==> src/rtl/matmul_ctrl.sv <==
// matmul_ctrl: job sequencer and X/Y/Z BRAM port owner for the matmul engine.
// Optional RUN watchdog enabled by defining MATMUL_CTRL_TIMEOUT_EN.
//
// state | meaning
// IDLE  | host owns ports, cmd_ready high
// GRANT | ports handed to engine
// START | eng_start pulse
// RUN   | wait for eng_done rising edge (or watchdog)
// DRAIN | engine keeps ports so its last Z write lands
// DONE  | ports back to host, done_pulse
module matmul_ctrl #(
  parameter int unsigned DATA_WIDTH     = 32,
  parameter int unsigned ADDR_WIDTH     = 10,
  parameter int unsigned MATRIX_SIZE    = 32,
  parameter int unsigned TIMEOUT_CYCLES = 65536
) (
  input  logic                  clock,
  input  logic                  reset,
  input  logic                  cmd_valid,
  output logic                  cmd_ready,
  output logic                  busy,
  output logic                  done_pulse,
  output logic                  timeout,
  output logic [31:0]           run_cycles,
  output logic                  host_wr_err,
  input  logic [ADDR_WIDTH-1:0] host_x_addr,
  input  logic [ADDR_WIDTH-1:0] host_y_addr,
  input  logic [ADDR_WIDTH-1:0] host_z_addr,
  input  logic [DATA_WIDTH-1:0] host_x_din,
  input  logic [DATA_WIDTH-1:0] host_y_din,
  input  logic                  host_x_wr_en,
  input  logic                  host_y_wr_en,
  output logic                  eng_start,
  input  logic                  eng_done,
  input  logic [ADDR_WIDTH-1:0] eng_x_addr,
  input  logic [ADDR_WIDTH-1:0] eng_y_addr,
  input  logic [ADDR_WIDTH-1:0] eng_z_addr,
  input  logic [DATA_WIDTH-1:0] eng_z_din,
  input  logic                  eng_z_wr_en,
  output logic [ADDR_WIDTH-1:0] x_addr,
  output logic [ADDR_WIDTH-1:0] y_addr,
  output logic [ADDR_WIDTH-1:0] z_addr,
  output logic [DATA_WIDTH-1:0] x_din,
  output logic [DATA_WIDTH-1:0] y_din,
  output logic [DATA_WIDTH-1:0] z_din,
  output logic                  x_wr_en,
  output logic                  y_wr_en,
  output logic                  z_wr_en
);

  typedef enum logic [2:0] {
    S_IDLE  = 3'd0,
    S_GRANT = 3'd1,
    S_START = 3'd2,
    S_RUN   = 3'd3,
    S_DRAIN = 3'd4,
    S_DONE  = 3'd5
  } state_e;

  localparam logic OWN_HOST   = 1'b0;
  localparam logic OWN_ENGINE = 1'b1;

`ifdef MATMUL_CTRL_TIMEOUT_EN
  localparam logic [31:0] TIMEOUT_LIM = 32'(TIMEOUT_CYCLES);
`endif

  // Elaboration-time sanity on the geometry handed to the engine.
  if (64'(MATRIX_SIZE) * 64'(MATRIX_SIZE) > (64'd1 << ADDR_WIDTH)) begin : g_size_chk
    $error("matmul_ctrl: MATRIX_SIZE*MATRIX_SIZE exceeds 2**ADDR_WIDTH");
  end
  if (TIMEOUT_CYCLES == 0) begin : g_timeout_chk
    $error("matmul_ctrl: TIMEOUT_CYCLES must be nonzero");
  end

  state_e      state_q, state_d;
  logic        owner_q, owner_d;
  logic        done_q, done_d;
  logic [31:0] run_cycles_q, run_cycles_d;
  logic        timeout_q, timeout_d;
  logic        host_wr_err_q, host_wr_err_d;
  logic [31:0] run_inc;
  logic        done_rise;

  always_ff @(posedge clock or negedge reset) begin
    if (!reset) begin
      state_q       <= S_IDLE;
      owner_q       <= OWN_HOST;
      done_q        <= 1'b0;
      run_cycles_q  <= '0;
      timeout_q     <= 1'b0;
      host_wr_err_q <= 1'b0;
    end else begin
      state_q       <= state_d;
      owner_q       <= owner_d;
      done_q        <= done_d;
      run_cycles_q  <= run_cycles_d;
      timeout_q     <= timeout_d;
      host_wr_err_q <= host_wr_err_d;
    end
  end

  // Only a fresh rise counts; a level left high by the previous job is ignored.
  assign done_rise = eng_done & ~done_q;

  always_comb begin
    state_d       = state_q;
    run_cycles_d  = run_cycles_q;
    timeout_d     = timeout_q;
    done_d        = eng_done;
    host_wr_err_d = (owner_q == OWN_ENGINE) & (host_x_wr_en | host_y_wr_en);
    run_inc       = (&run_cycles_q) ? run_cycles_q : run_cycles_q + 32'd1;
    unique case (state_q)
      S_IDLE: begin
        if (cmd_valid) begin
          state_d      = S_GRANT;
          run_cycles_d = '0;
          timeout_d    = 1'b0;
        end
      end
      S_GRANT: state_d = S_START;
      S_START: state_d = S_RUN;
      S_RUN: begin
        run_cycles_d = run_inc;
        if (done_rise) begin
          state_d = S_DRAIN;
`ifdef MATMUL_CTRL_TIMEOUT_EN
        end else if (run_inc >= TIMEOUT_LIM) begin
          state_d   = S_DRAIN;
          timeout_d = 1'b1;
`endif
        end
      end
      S_DRAIN: state_d = S_DONE;
      S_DONE:  state_d = S_IDLE;
      default: state_d = S_IDLE;
    endcase
    owner_d = (state_d == S_GRANT || state_d == S_START ||
               state_d == S_RUN   || state_d == S_DRAIN) ? OWN_ENGINE : OWN_HOST;
  end

  assign cmd_ready   = (state_q == S_IDLE);
  assign busy        = (state_q != S_IDLE);
  assign eng_start   = (state_q == S_START);
  assign done_pulse  = (state_q == S_DONE);
  assign run_cycles  = run_cycles_q;
  assign timeout     = timeout_q;
  assign host_wr_err = host_wr_err_q;

  always_comb begin
    x_din = host_x_din;
    y_din = host_y_din;
    z_din = eng_z_din;
    if (owner_q == OWN_ENGINE) begin
      x_addr  = eng_x_addr;
      y_addr  = eng_y_addr;
      z_addr  = eng_z_addr;
      x_wr_en = 1'b0;
      y_wr_en = 1'b0;
      z_wr_en = eng_z_wr_en;
    end else begin
      x_addr  = host_x_addr;
      y_addr  = host_y_addr;
      z_addr  = host_z_addr;
      x_wr_en = host_x_wr_en;
      y_wr_en = host_y_wr_en;
      z_wr_en = 1'b0;
    end
  end

endmodule

==> config.mk <==
export PLATFORM = sky130hd
export DESIGN_NAME = matmul_ctrl
export DESIGN_NICKNAME = d
export VERILOG_FILES = /design/src/rtl/matmul_ctrl.sv
export SDC_FILE = /design/constraint.sdc
export NUM_CORES = 1
export LEC_CHECK = 0
export BUFFER_PORTS_ARGS = -buffer_cell sky130_fd_sc_hd__buf_2
export CELL_PAD_IN_SITES_DETAIL_PLACEMENT = 0
export CELL_PAD_IN_SITES_GLOBAL_PLACEMENT = 1
export CORE_MARGIN = 5
export CORE_UTILIZATION = 23
export DETAILED_ROUTE_END_ITERATION = 10
export PLACE_DENSITY = 0.91
export SLEW_MARGIN = 5
export SYNTH_ARGS = -nofsm -noshare
export SYNTH_HDL_FRONTEND = slang
export SYNTH_SLANG_ARGS = --single-unit
==> constraint.sdc <==
create_clock -name clock -period 2.2 [get_ports clock]
set_input_delay 0.11 -clock clock [delete_from_list [all_inputs] [get_ports clock]]
set_output_delay 0.11 -clock clock [all_outputs]
set_load 0.05 [all_outputs]
# Yosys cells after proc, flatten, opt, wreduce, memory -nomap -nowiden
# Index checks and enable logic that the tools add are counted.
# Widths: inputs -> output; s select.
[word_totals]
ram_bits = 0
mem_count = 0
rom_bits = 0
in_bits = 163
wordCells = 42
latch_bits = 0
ff_bits = 38
[op_classes]
n_addsub = 1
n_bitwise = 4
eq_ne = 11
n_shift = 0
muxes = 13
n_lt_le_gt_ge = 0
mul = 0
reduce_logical = 8
n_div = 0
[ops]
columns = ["cell", "n"]
rows = [
  ["$mux 32", 2],
  ["$pmux 32 s2", 1],
  ["$add 32x1->32 const B", 1],
  ["$reduce_and 32->1", 1],
  ["$mux 10", 3],
  ["$pmux 3 s5", 1],
  ["$eq 3x2->1 const B", 4],
  ["$eq 3x3->1 const B", 3],
  ["$eq 3x1->1 const B", 2],
  ["$mux 3", 2],
  ["$mux 1", 4],
  ["$ne 2x2->1 const B", 2],
  ["$logic_not 3->1", 1],
  ["$logic_or 1x1->1", 3],
  ["$reduce_and 3->1", 1],
  ["$reduce_bool 3->1", 1],
  ["$and 1x1->1", 2],
  ["$reduce_bool 2->1", 1],
  ["$not 1->1", 1],
  ["$or 1x1->1", 1],
]

# Depth between registers and ports, before layout
# Gate-level depths: netlist of the first run.
[depth]
word_depth = 9
mapped_depth = 8
depth_no_buf = 6

# Least setup slack after synthesis of the first run
# No wires, ideal clock.
[synth_timing]
path_type = "reg2reg"
from = "register state_q[1]"
to = "register run_cycles_q[10], in the netlist run_cycles[10]"
setup_ps = 132
path_buffers = 3
arrival_time_ps = 2537
path_stages_with_launch = 7
period_less_slack_ps = 2669
path_slack_ps = -469
cell_sequence = "dfrtp_1 clkbuf_1 nor3_1 and2_1 clkbuf_1 clkbuf_1 nor2_1"
[synth_between]
elab_chain_len = 3
[synth_rtl]
columns = ["item", "line", "rtl"]
rows = [
  ["from (decl)", "75", "state_e state_q, state_d;"],
  ["from (signal assigned)", "93", "state_q <= state_d;"],
  ["$logic_not 3->1 *", "--", ""],
  ["named net cmd_ready", "20", "output logic cmd_ready,"],
  ["$ne 2x2->1 (no source line) or $reduce_bool 2->1 (tied branches)", "--", ""],
  ["$reduce_and 3->1 (no source line)", "--", ""],
  ["to (signal assigned)", "96", "run_cycles_q <= run_cycles_d;"],
  ["to (decl)", "78", "logic [31:0] run_cycles_q, run_cycles_d;"],
]
# The timed path passes the listed nets; every way through them passes the cells marked *.
# A chain may end at the register's enable or synchronous reset.

# Worst setup path after layout of the first run
[layout_timing]
from = "register run_cycles_q[5], in the netlist run_cycles[5]"
to = "register run_cycles_q[21], in the netlist run_cycles[21]"
[layout_between]
elab_chain_len = 3
[layout_rtl]
columns = ["item", "line", "rtl"]
rows = [
  ["$add 32x1->32 or $reduce_and 32->1 (tied branches)", "111", "run_inc = (&run_cycles_q) ? run_cycles_q : run_cycles_q + 32'd1;"],
  ["$mux 32 or $ne 2x2->1 (tied branches)", "--", ""],
  ["$pmux 32 s2 or $reduce_and 3->1 (tied branches)", "--", ""],
]
# Parallel ways exist; a longest one is shown, timed or not. The select of a mux whose other input is x is not followed.

==> qor.yml, run 1 <==
max_freq_mhz: 462.2
globalRouteMet1Util: 0.1783
numCtsBuffers: 5
syn_nets: 536
drt_wl_total_microns: 14340
grt-ovfl-total: 0
ys_ff_latch: 38
fp.dieH_microns: 128.6
worstSetupPathType: "register to register"
track_usage: 0.1543
postLayoutCoreUtil: 0.2757
crit_arrival_ns: 2.38
setup_viol_count_final: 0
power_frac_seq: 0.261
synthToLayoutAreaGrowth_pct: 17.87
period_minus_slack_ns: 2.163
fp-row-count: 43
p_sw_frac: 0.5551
ant_nets: 0
num-nets-final: 594
start_util: 0.2339
drive_gt1_frac: 0.5336
cts_max_level: 2
busiest_layer: "met2"
hold_class: "input port to register"
avgSynthCellArea_sq_um: 8.694
slew_viol_final: 0
dieWidth_microns: 128.6
hpwl_microns: 11940
synthArstFlopShare: 1.000
crit_fanout: 7
power.density_nw_per_um2: 1218
num_io_pins: 330
dr_total_vias: 2961
grtUsageMet2: 0.2614
clk_path_buf_depth: 2
antenna_found_initial: 1
cts.sinks: 38
dieArea_sq_um: 16530
drt-initial-drc-count: 178
pwr-share-clk: 0.149
drv_cap: 0
coreArea_sq_um: 13830
placed_area_sq_um: 3563
vdd_drop_max_uv: 801.8
required_ns: 2.42
routedWlPerCell_microns: 23.43
grt_util_met3: 0.08178
internal-power_mw: 2.066
fin_area_sq_um: 3812
status: "complete, no violations"
drc_errors: 0
p_sw_mw: 2.578
clk_pin_slew_ns: 0.05
firstDrtPassIters: 4
ys.flop_type: "dfrtp_1"
yosysSeqAreaShare: 0.2940
final_cells: 612
grt_max_degree: 39
fin_skew_ns: 0.003733
syn_area_sq_um: 3234
yosys_warnings: 0
worstSetupStartpointType: "register"
clockRootBuffer: "clkbuf_16"
placed_cells: 597
worst_pin_slew_ns: 0.8819
grt_pass1_vias: 2696
leakagePower_nw: 1.740
synth_cells: 372
port-buffer-count: 136
clk_latency_ns: 0.28
synth_edf_count: 0
routed_via_density: 4.838
relSlewSlack: 0.4121
synth_cell_types: 47
fin_crit_sh: 0.9833
cts_tree: "built"
grt_first_pass_wirelength_microns: 18560
endpoint_kind: "register"
gp_congestion: 0.8396
combPwrFrac: 0.590
hold_ws_ns: 0.1216
final_hold_viol_count: 0
## layer usage
| layer | part of all wire | routed length (microns) |
|---|---|---|
| met5 | 0.00091 | 13 |
| met1 | 0.37 | 5348 |
| met2 | 0.48 | 6892 |
| met4 | 0.0047 | 68 |
| met3 | 0.14 | 2014 |
## metrics by stage
stage	worst slack (ns)	setup TNS, ns	total power, mW
2_1_floorplan	0.002954	0	3.585
3_3_place_gp	0.09283	0	3.916
3_5_place_dp	0.06472	0	3.934
4_1_cts	0.04180	0	4.641
5_1_grt	-0.007053	-0.007053	4.874
6_report	0.03664	0	4.644
## registers in the layout, summed over array words and instances (netlist names)
name and cells:
run_cycles 32, state_q 3, owner_q 1, done_q 1
host_wr_err 1
## critical path: stages (launching register included)
cell	delay, ns
dfrtp_2	0.43
nand4_4	0.19
or4_1	0.56
a311o_1	0.38
or4_1	0.45
nand2_1	0.09
## power groups by stage
stage	combinational, mW	clock [mW]	sequential, mW
floorplan	1.82	0	1.77
finish	2.74	0.692	1.21
CTS	2.73	0.706	1.20
global placement	2.71	0	1.20
global route	2.88	0.740	1.25
detailed placement	2.72	0	1.21
## worst paths after layout
| kind | from | end | slack [ns] | cells past startpoint |
|---|---|---|---|---|
| setup / recovery | run_cycles[5] | run_cycles[21] | 0.04 | 5 |
| setup reg to reg | run_cycles[5] | run_cycles[21] | 0.04 | 5 |
| hold reg to reg | done_q | state_q[2] | 0.46 | 1 |
| min in group asynchronous | reset | run_cycles[26] | 0.49 | 2 |
| hold / removal | cmd_valid | owner_q | 0.12 | 3 |
| max in group asynchronous | reset | run_cycles[10] | 1.09 | 2 |
## cells in the final DEF (no fill, tap or decap), types with 2 or more instances in the layout
cell           count
a211oi_1           2
a21oi_1           18
a31o_2             3
a31oi_1            4
and2_1             3
and3_1             5
and3b_1            2
buf_2            136
buf_4             23
clkbuf_1           3
clkbuf_16          5
dfrtp_1           23
dfrtp_2           15
dlygate4sd3_1      2
inv_1              4
mux2_2            31
mux2i_1            4
nand2_1           24
nand2b_1           2
nand3_1           12
nand3b_1           2
nand4_1           15
nor2_1            20
nor2b_1            2
nor3_1             2
nor3_2             2
nor4_1             6
o211ai_1           3
o21ai_0            9
o31ai_1            6
or3_1              9
or4_1              6
or4_4              2
xnor2_1            4
## cells in the mapped netlist (all sizes together) (8+ instances only)
library cell / number / share of area
nand4: 16 / 0.036
or4: 8 / 0.019
nor4: 8 / 0.019
nor2: 20 / 0.023
dfrtp: 38 / 0.29
mux2: 31 / 0.11
or3: 10 / 0.020
nand2: 24 / 0.028
o21ai: 9 / 0.014
clkbuf: 10 / 0.012
buf: 102 / 0.23
nand3: 13 / 0.020
a21oi: 19 / 0.031
## cell type report
cell class / count / area, sq um
fillers: 1487 / 10010
multi-input cells: 219 / 1570
flip-flops and latches: 38 / 969.7
repair buffers: 162 / 893.4
well taps: 180 / 225.2
clock buffers: 8 / 136.4
inverters: 4 / 15.01
diodes: 1 / 2.502
## logic make-up after synthesis
family,after synthesis,share of synthesized area
mux,35,0.1203
xor+xnor,5,0.01354
other cells,1,0.001159
compound gates,53,0.1068
simple gates,123,0.2124
fa+ha+maj,1,0.003868
buf+inv,116,0.2480
flops,38,0.2940
## timing repair
action,in CTS,in global routing
hold endpoints to repair,39,0
endpoints found under the setup margin,0,9
hold buffers,2,0
resized for setup,0,9
buffers inserted,0,3
Note: power is estimated with default switching activity, not from simulation.
==> inputs of run 2 (changes only) <==
--- a/config.mk
+++ b/config.mk
@@ -8,6 +8,7 @@
 export BUFFER_PORTS_ARGS = -buffer_cell sky130_fd_sc_hd__buf_2
 export CELL_PAD_IN_SITES_DETAIL_PLACEMENT = 0
 export CELL_PAD_IN_SITES_GLOBAL_PLACEMENT = 1
+export CORE_ASPECT_RATIO = 0.9
 export CORE_MARGIN = 5
 export CORE_UTILIZATION = 23
 export DETAILED_ROUTE_END_ITERATION = 10
==> run 2 against run 1 <==
Compared with the run above:
- critical path type unchanged
- routed wire length decreased by 6.0%
- register-to-register slack improved by 0.05 ns
- cell count increased by 1.8%
- maximum frequency increased by 2.5%
- first-iteration DRC count decreased by 1.1%
==> qor.yml, run 2 (same netlist as run 1, synthesis figures left out) <==
internal-power_mw: 2.089  # +1.1%
dr_total_vias: 2963  # +0.068%
mostFrequentLayoutCell: "buf_2"
dieWidth_microns: 135  # +5.0%
hold_class: "input port to register"
hold_ws_ns: 0.08231  # -0.03924 ns
relSlewSlack: 0.6596  # +0.2475
worstSetupStartpointType: "register"
drive_gt1_frac: 0.5326  # -0.001085
drt-initial-drc-count: 176  # -1.1%
ant_nets: 0  # unchanged
antenna_found_initial: 2  # +1
worstSetupPathType: "register to register"
seqCellArea_sq_um: 969.7  # unchanged
clockRootBuffer: "clkbuf_16"
endpoint_kind: "register"
cp_common_cell: "or4_1"
cts_max_level: 2  # unchanged
cts_tree: "built"
cp.depth: 5  # unchanged
rsz0062_at_grt: "no"
num_io_pins: 330  # unchanged
power_frac_seq: 0.262  # about the same
clk_latency_ns: 0.28  # about the same
slew_viol_final: 0  # unchanged
drt_wl_total_microns: 13480  # -6.0%
final_hold_viol_count: 0  # unchanged
max_freq_mhz: 474.0  # +2.5%
crit_family: "simple AND/OR/NAND/NOR gates"
slowest_stage: "or4_1"
rr_worst_depth: 5  # unchanged
crit_arrival_ns: 2.33  # -0.05 ns
period_minus_slack_ns: 2.110  # -0.05371 ns
start_util: 0.2327  # -0.001263
hpwl_microns: 11000  # -7.9%
final_cell_mix: "136 x buf_2, 31 x mux2_2, 24 x nand2_1"
pwr-share-clk: 0.146  # -0.003
grt_max_degree: 39  # unchanged
clk_path_buf_depth: 2  # unchanged
grt_first_pass_wirelength_microns: 18000  # -3.0%
track_usage: 0.1479  # -0.006395
clk_pin_slew_ns: 0.05  # about the same
crit_fanout: 6  # -1
multiInputGateArea_sq_um: 1559  # -0.72%
fp.dieH_microns: 122.5  # -4.7%
gp_congestion: 0.8483  # +1.0%
power.density_nw_per_um2: 1215  # -0.27%
firstDrtPassIters: 4  # unchanged
combPwrFrac: 0.592  # +0.002
setup_viol_count_final: 0  # unchanged
grt-ovfl-total: 0  # unchanged
p_sw_mw: 2.540  # -1.5%
p_sw_frac: 0.5487  # -0.006377
drc_errors: 0  # unchanged
holdPathStages: 2  # -1
fin_skew_ns: 0.003766  # +0.00003278 ns
num-nets-final: 594  # unchanged
dieArea_sq_um: 16540  # about the same
vdd_drop_max_uv: 898.5  # +12%
antenna_cells: 0  # -1
grt_pass1_vias: 2728  # +1.2%
required_ns: 2.42  # about the same
synthToLayoutAreaGrowth_pct: 17.83  # about the same
port-buffer-count: 136  # unchanged
largest_register_ffs: 32  # unchanged
worst_pin_slew_ns: 0.5106  # -0.3712 ns
coreArea_sq_um: 13900  # +0.54%
leakagePower_nw: 1.727  # -0.75%
fp-row-count: 41  # -4.7%
cts.sinks: 38  # unchanged
status: "complete, no violations"
routed_via_density: 4.756  # -1.7%
routedWlPerCell_microns: 21.64  # -7.6%
numCtsBuffers: 5  # unchanged
drv_cap: 0  # unchanged
cp_slowest_stage_delay_ns: 0.56  # about the same
path_cells: "nand3_1 > or4_1 > a311o_1 > or4_1 > nand2_1"
fin_crit_sh: 0.9589  # -0.02441
nFillCells: 1513  # +1.7%
fin_tns_setup_ns: 0  # unchanged
cp_num_buf_inv: 0  # unchanged
run 2: cell types whose count changed in the layout (fill, tap and decap cells not counted), sizes merged:
cell,before,now
diode,1,0
clkbuf,8,7
run 2: timing repair:
| action | CTS | global route |
|---|---|---|
| hold endpoints to repair | 39 | 0 |
| endpoints found under the setup margin | 0 | 9 |
| gates resized for setup | 0 | 7 |
| hold buffers | 2 | 0 |
| buffers inserted | 0 | 3 |
run 2: through the flow:
stage | area, sq um | instances | power, mW | utilization | setup slack, ns
floorplan | 3274 | 372 | 3.585 | - | 0.002954
global placement | 3580 | 610 | 3.903 | 0.2575 | 0.1295
finish | 3811 | 623 | 4.630 | 0.2741 | 0.09034
detailed placement | 3580 | 610 | 3.927 | 0.2575 | 0.008467
CTS | 3732 | 619 | 4.623 | 0.2685 | 0.002786
global route | 3811 | 623 | 4.892 | 0.2741 | 0.008788
run 2: path summary, 6_finish.rpt:
| check | endpoint | slack [ns] | from |
|---|---|---|---|
| max | run_cycles[21] | 0.09 | run_cycles[10] |
| min | host_wr_err | 0.08 | host_x_wr_en |
| max reg2reg | run_cycles[21] | 0.09 | run_cycles[10] |
| min reg2reg | state_q[2] | 0.47 | done_q |
| max in group asynchronous | run_cycles[6] | 1.39 | reset |
| min in group asynchronous | run_cycles[15] | 0.42 | reset |
run 2: final cells by class:
class,instances,area share
Sequential cell,38,0.2544
Inverter,4,0.003940
Clock buffer,7,0.03480
Timing Repair Buffer,162,0.2344
Tap cell,193,0.06336
Multi-Input combinational cell,219,0.4091
run 2: metal layers:
| layer | part of all wire | GRT usage |
|---|---|---|
| met3 | 0.12 | 0.06639 |
| met4 | 0.0068 | 0.01763 |
| met1 | 0.37 | 0.1732 |
| met2 | 0.50 | 0.2584 |
| met5 | 0.00052 | 0 |
run 2: power by group through the flow:
stage / Sequential (mW) / Clock [mW] / Combinational, mW
6_report: 1.21 / 0.677 / 2.74
3_3_place_gp: 1.20 / 0 / 2.71
4_1_cts: 1.20 / 0.691 / 2.73
2_1_floorplan: 1.77 / 0 / 1.82
3_5_place_dp: 1.21 / 0 / 2.72
5_1_grt: 1.25 / 0.732 / 2.91
==> inputs of run 3 (changes only) <==
--- a/config.mk
+++ b/config.mk
@@ -12,7 +12,9 @@
 export CORE_MARGIN = 5
 export CORE_UTILIZATION = 23
 export DETAILED_ROUTE_END_ITERATION = 10
+export HOLD_SLACK_MARGIN = 0.15
 export PLACE_DENSITY = 0.91
+export RECOVER_POWER = 25
 export SLEW_MARGIN = 5
 export SYNTH_ARGS = -nofsm -noshare
 export SYNTH_HDL_FRONTEND = slang
==> run 3 against run 2 <==
Compared with the run above:
- sequential share of layout area decreased by 0.20 points
- worst hold slack better by 0.14 ns
- routed wire length is 0.19% lower
- power increased by 0.31%
- count of clock-buffer cells in the layout stayed put
- largest cell class unchanged
- die area did not move
==> qor.yml, run 3 (same netlist as run 1, synthesis figures left out) <==
clk_latency_ns: 0.28  # about the same
fin_crit_sh: 0.9564  # -0.002569
numCtsBuffers: 5  # unchanged
final_hold_viol_count: 0  # unchanged
clk_path_buf_depth: 2  # unchanged
combPwrFrac: 0.594  # +0.002
port-buffer-count: 136  # unchanged
period_minus_slack_ns: 2.104  # -0.005652 ns
coreArea_sq_um: 13900  # unchanged
r2r_slack_ns: 0.1  # about the same
drv_cap: 0  # unchanged
num-nets-final: 597  # +0.51%
drt-initial-drc-count: 233  # +32%
relSlewSlack: 0.6448  # -0.01478
dieArea_sq_um: 16540  # unchanged
cts.sinks: 38  # unchanged
drc_errors: 0  # unchanged
dr_total_vias: 2981  # +0.61%
crit_arrival_ns: 2.32  # about the same
cts_max_level: 2  # unchanged
worst_pin_slew_ns: 0.5315  # +0.02089 ns
cts_tree: "built"
cp_common_cell: "or4_1"
rsz0062_at_grt: "no"
setup_viol_count_final: 0  # unchanged
status: "complete, no violations"
power_frac_seq: 0.261  # about the same
postLayoutCoreUtil: 0.2763  # +0.002160
placed_cells: 610  # unchanged
fp.dieH_microns: 122.5  # unchanged
firstDrtPassIters: 4  # unchanged
internal-power_mw: 2.099  # +0.46%
track_usage: 0.1481  # +0.0001736
fin_tns_setup_ns: 0  # unchanged
hold_class: "input port to output pin"
hpwl_microns: 11000  # unchanged
grt_first_pass_wirelength_microns: 18040  # +0.23%
grt-ovfl-total: 0  # unchanged
max_freq_mhz: 475.3  # +0.27%
power.density_nw_per_um2: 1209  # -0.48%
pwr-share-clk: 0.146  # about the same
fp-row-count: 41  # unchanged
leakagePower_nw: 1.739  # +0.68%
antenna_cells: 0  # unchanged
endpoint_kind: "register"
worstSetupStartpointType: "register"
crit_fanout: 6  # unchanged
p_sw_frac: 0.5480  # -0.0006955
start_util: 0.2327  # unchanged
p_sw_mw: 2.545  # +0.18%
slowest_stage: "or4_1"
path_cells: "nand3_1 > or4_1 > a311o_1 > or4_1 > nand2_1"
required_ns: 2.42  # about the same
antenna_found_initial: 1  # -1
grt_pass1_vias: 2739  # +0.40%
grt_max_degree: 39  # unchanged
ant_nets: 0  # unchanged
clk_pin_slew_ns: 0.05  # about the same
num_io_pins: 330  # unchanged
drive_gt1_frac: 0.5289  # -0.003690
crit_family: "simple AND/OR/NAND/NOR gates"
cp_slowest_stage_delay_ns: 0.56  # about the same
vdd_drop_max_uv: 897.3  # -0.14%
drt_wl_total_microns: 13460  # -0.19%
fin_skew_ns: 0.004223  # +0.0004565 ns
dieWidth_microns: 135  # unchanged
largest_register_ffs: 32  # unchanged
cp_num_buf_inv: 0  # unchanged
mostFrequentLayoutCell: "buf_2"
synthToLayoutAreaGrowth_pct: 18.76
final_cells: 626  # +0.48%
routed_via_density: 4.762  # +0.13%
worstSetupPathType: "register to register"
gp_congestion: 0.8483  # unchanged
final_cell_mix: "136 x buf_2, 31 x mux2_2, 24 x nand2_1"
slew_viol_final: 0  # unchanged
routedWlPerCell_microns: 21.50  # -0.66%
clockRootBuffer: "clkbuf_16"
[run 3: changes by cell type in the layout (fill, tap and decap cells not counted), sizes merged]
| cell | change |
|---|---|
| dlygate4sd3 | +3 |
[run 3: path summary, 6_finish.rpt]
path | start | endpoint | depth (start not counted)
max | run_cycles[10] | run_cycles[21] | 5
min | host_x_din[16] | x_din[16] | 0
max reg2reg | run_cycles[10] | run_cycles[21] | 5
min reg2reg | done_q | state_q[2] | 1
max in group asynchronous | reset | run_cycles[6] | 3
min in group asynchronous | reset | run_cycles[15] | 3
[run 3: per-layer routing]
metal / share of wire / vias to the layer above / routed length [microns] / GRT usage
met5: 0 / - / 0 / 0
met4: 0.0074 / 0 / 100 / 0.01763
met3: 0.11 / 11 / 1544 / 0.06393
met2: 0.50 / 203 / 6722 / 0.2584
met1: 0.38 / 1407 / 5090 / 0.1752
li1: - / 1360 / - / -
[run 3: repair_timing]
action / 4_1_cts / 5_1_grt
buffers inserted: 0 / 3
setup endpoints to repair: 0 / 9
gates resized for setup: 0 / 7
hold buffers: 5 / 0
endpoints found under the hold margin: 42 / 0
[run 3: power groups by stage]
stage / Clock, mW / Sequential [mW] / Combinational [mW]
after detailed placement: 0 / 1.21 / 2.72
after global routing: 0.732 / 1.25 / 2.92
final: 0.676 / 1.21 / 2.76
after floorplan: 0 / 1.77 / 1.82
after CTS: 0.691 / 1.20 / 2.74
after global placement: 0 / 1.20 / 2.71
[run 3: final cells by class]
cell class | count | area, sq um
fill | 1512 | 10060
multi-input combinational | 219 | 1559
sequential | 38 | 969.7
timing repair buffer | 165 | 923.4
tap | 193 | 241.5
clock buffer | 7 | 132.6
inverter | 4 | 15.01
[run 3: per-stage QoR]
step | total power, mW | hold WS, ns | worst slack [ns] | cell area (sq um)
after floorplan | 3.585 | -0.1856 | 0.002954 | 3274
after CTS | 4.634 | 0.2203 | 0.002786 | 3762
final | 4.644 | 0.2200 | 0.09599 | 3841
after global routing | 4.904 | 0.2201 | 0.008788 | 3841
after detailed placement | 3.927 | 0.2076 | 0.008467 | 3580
after global placement | 3.903 | 0.1975 | 0.1295 | 3580
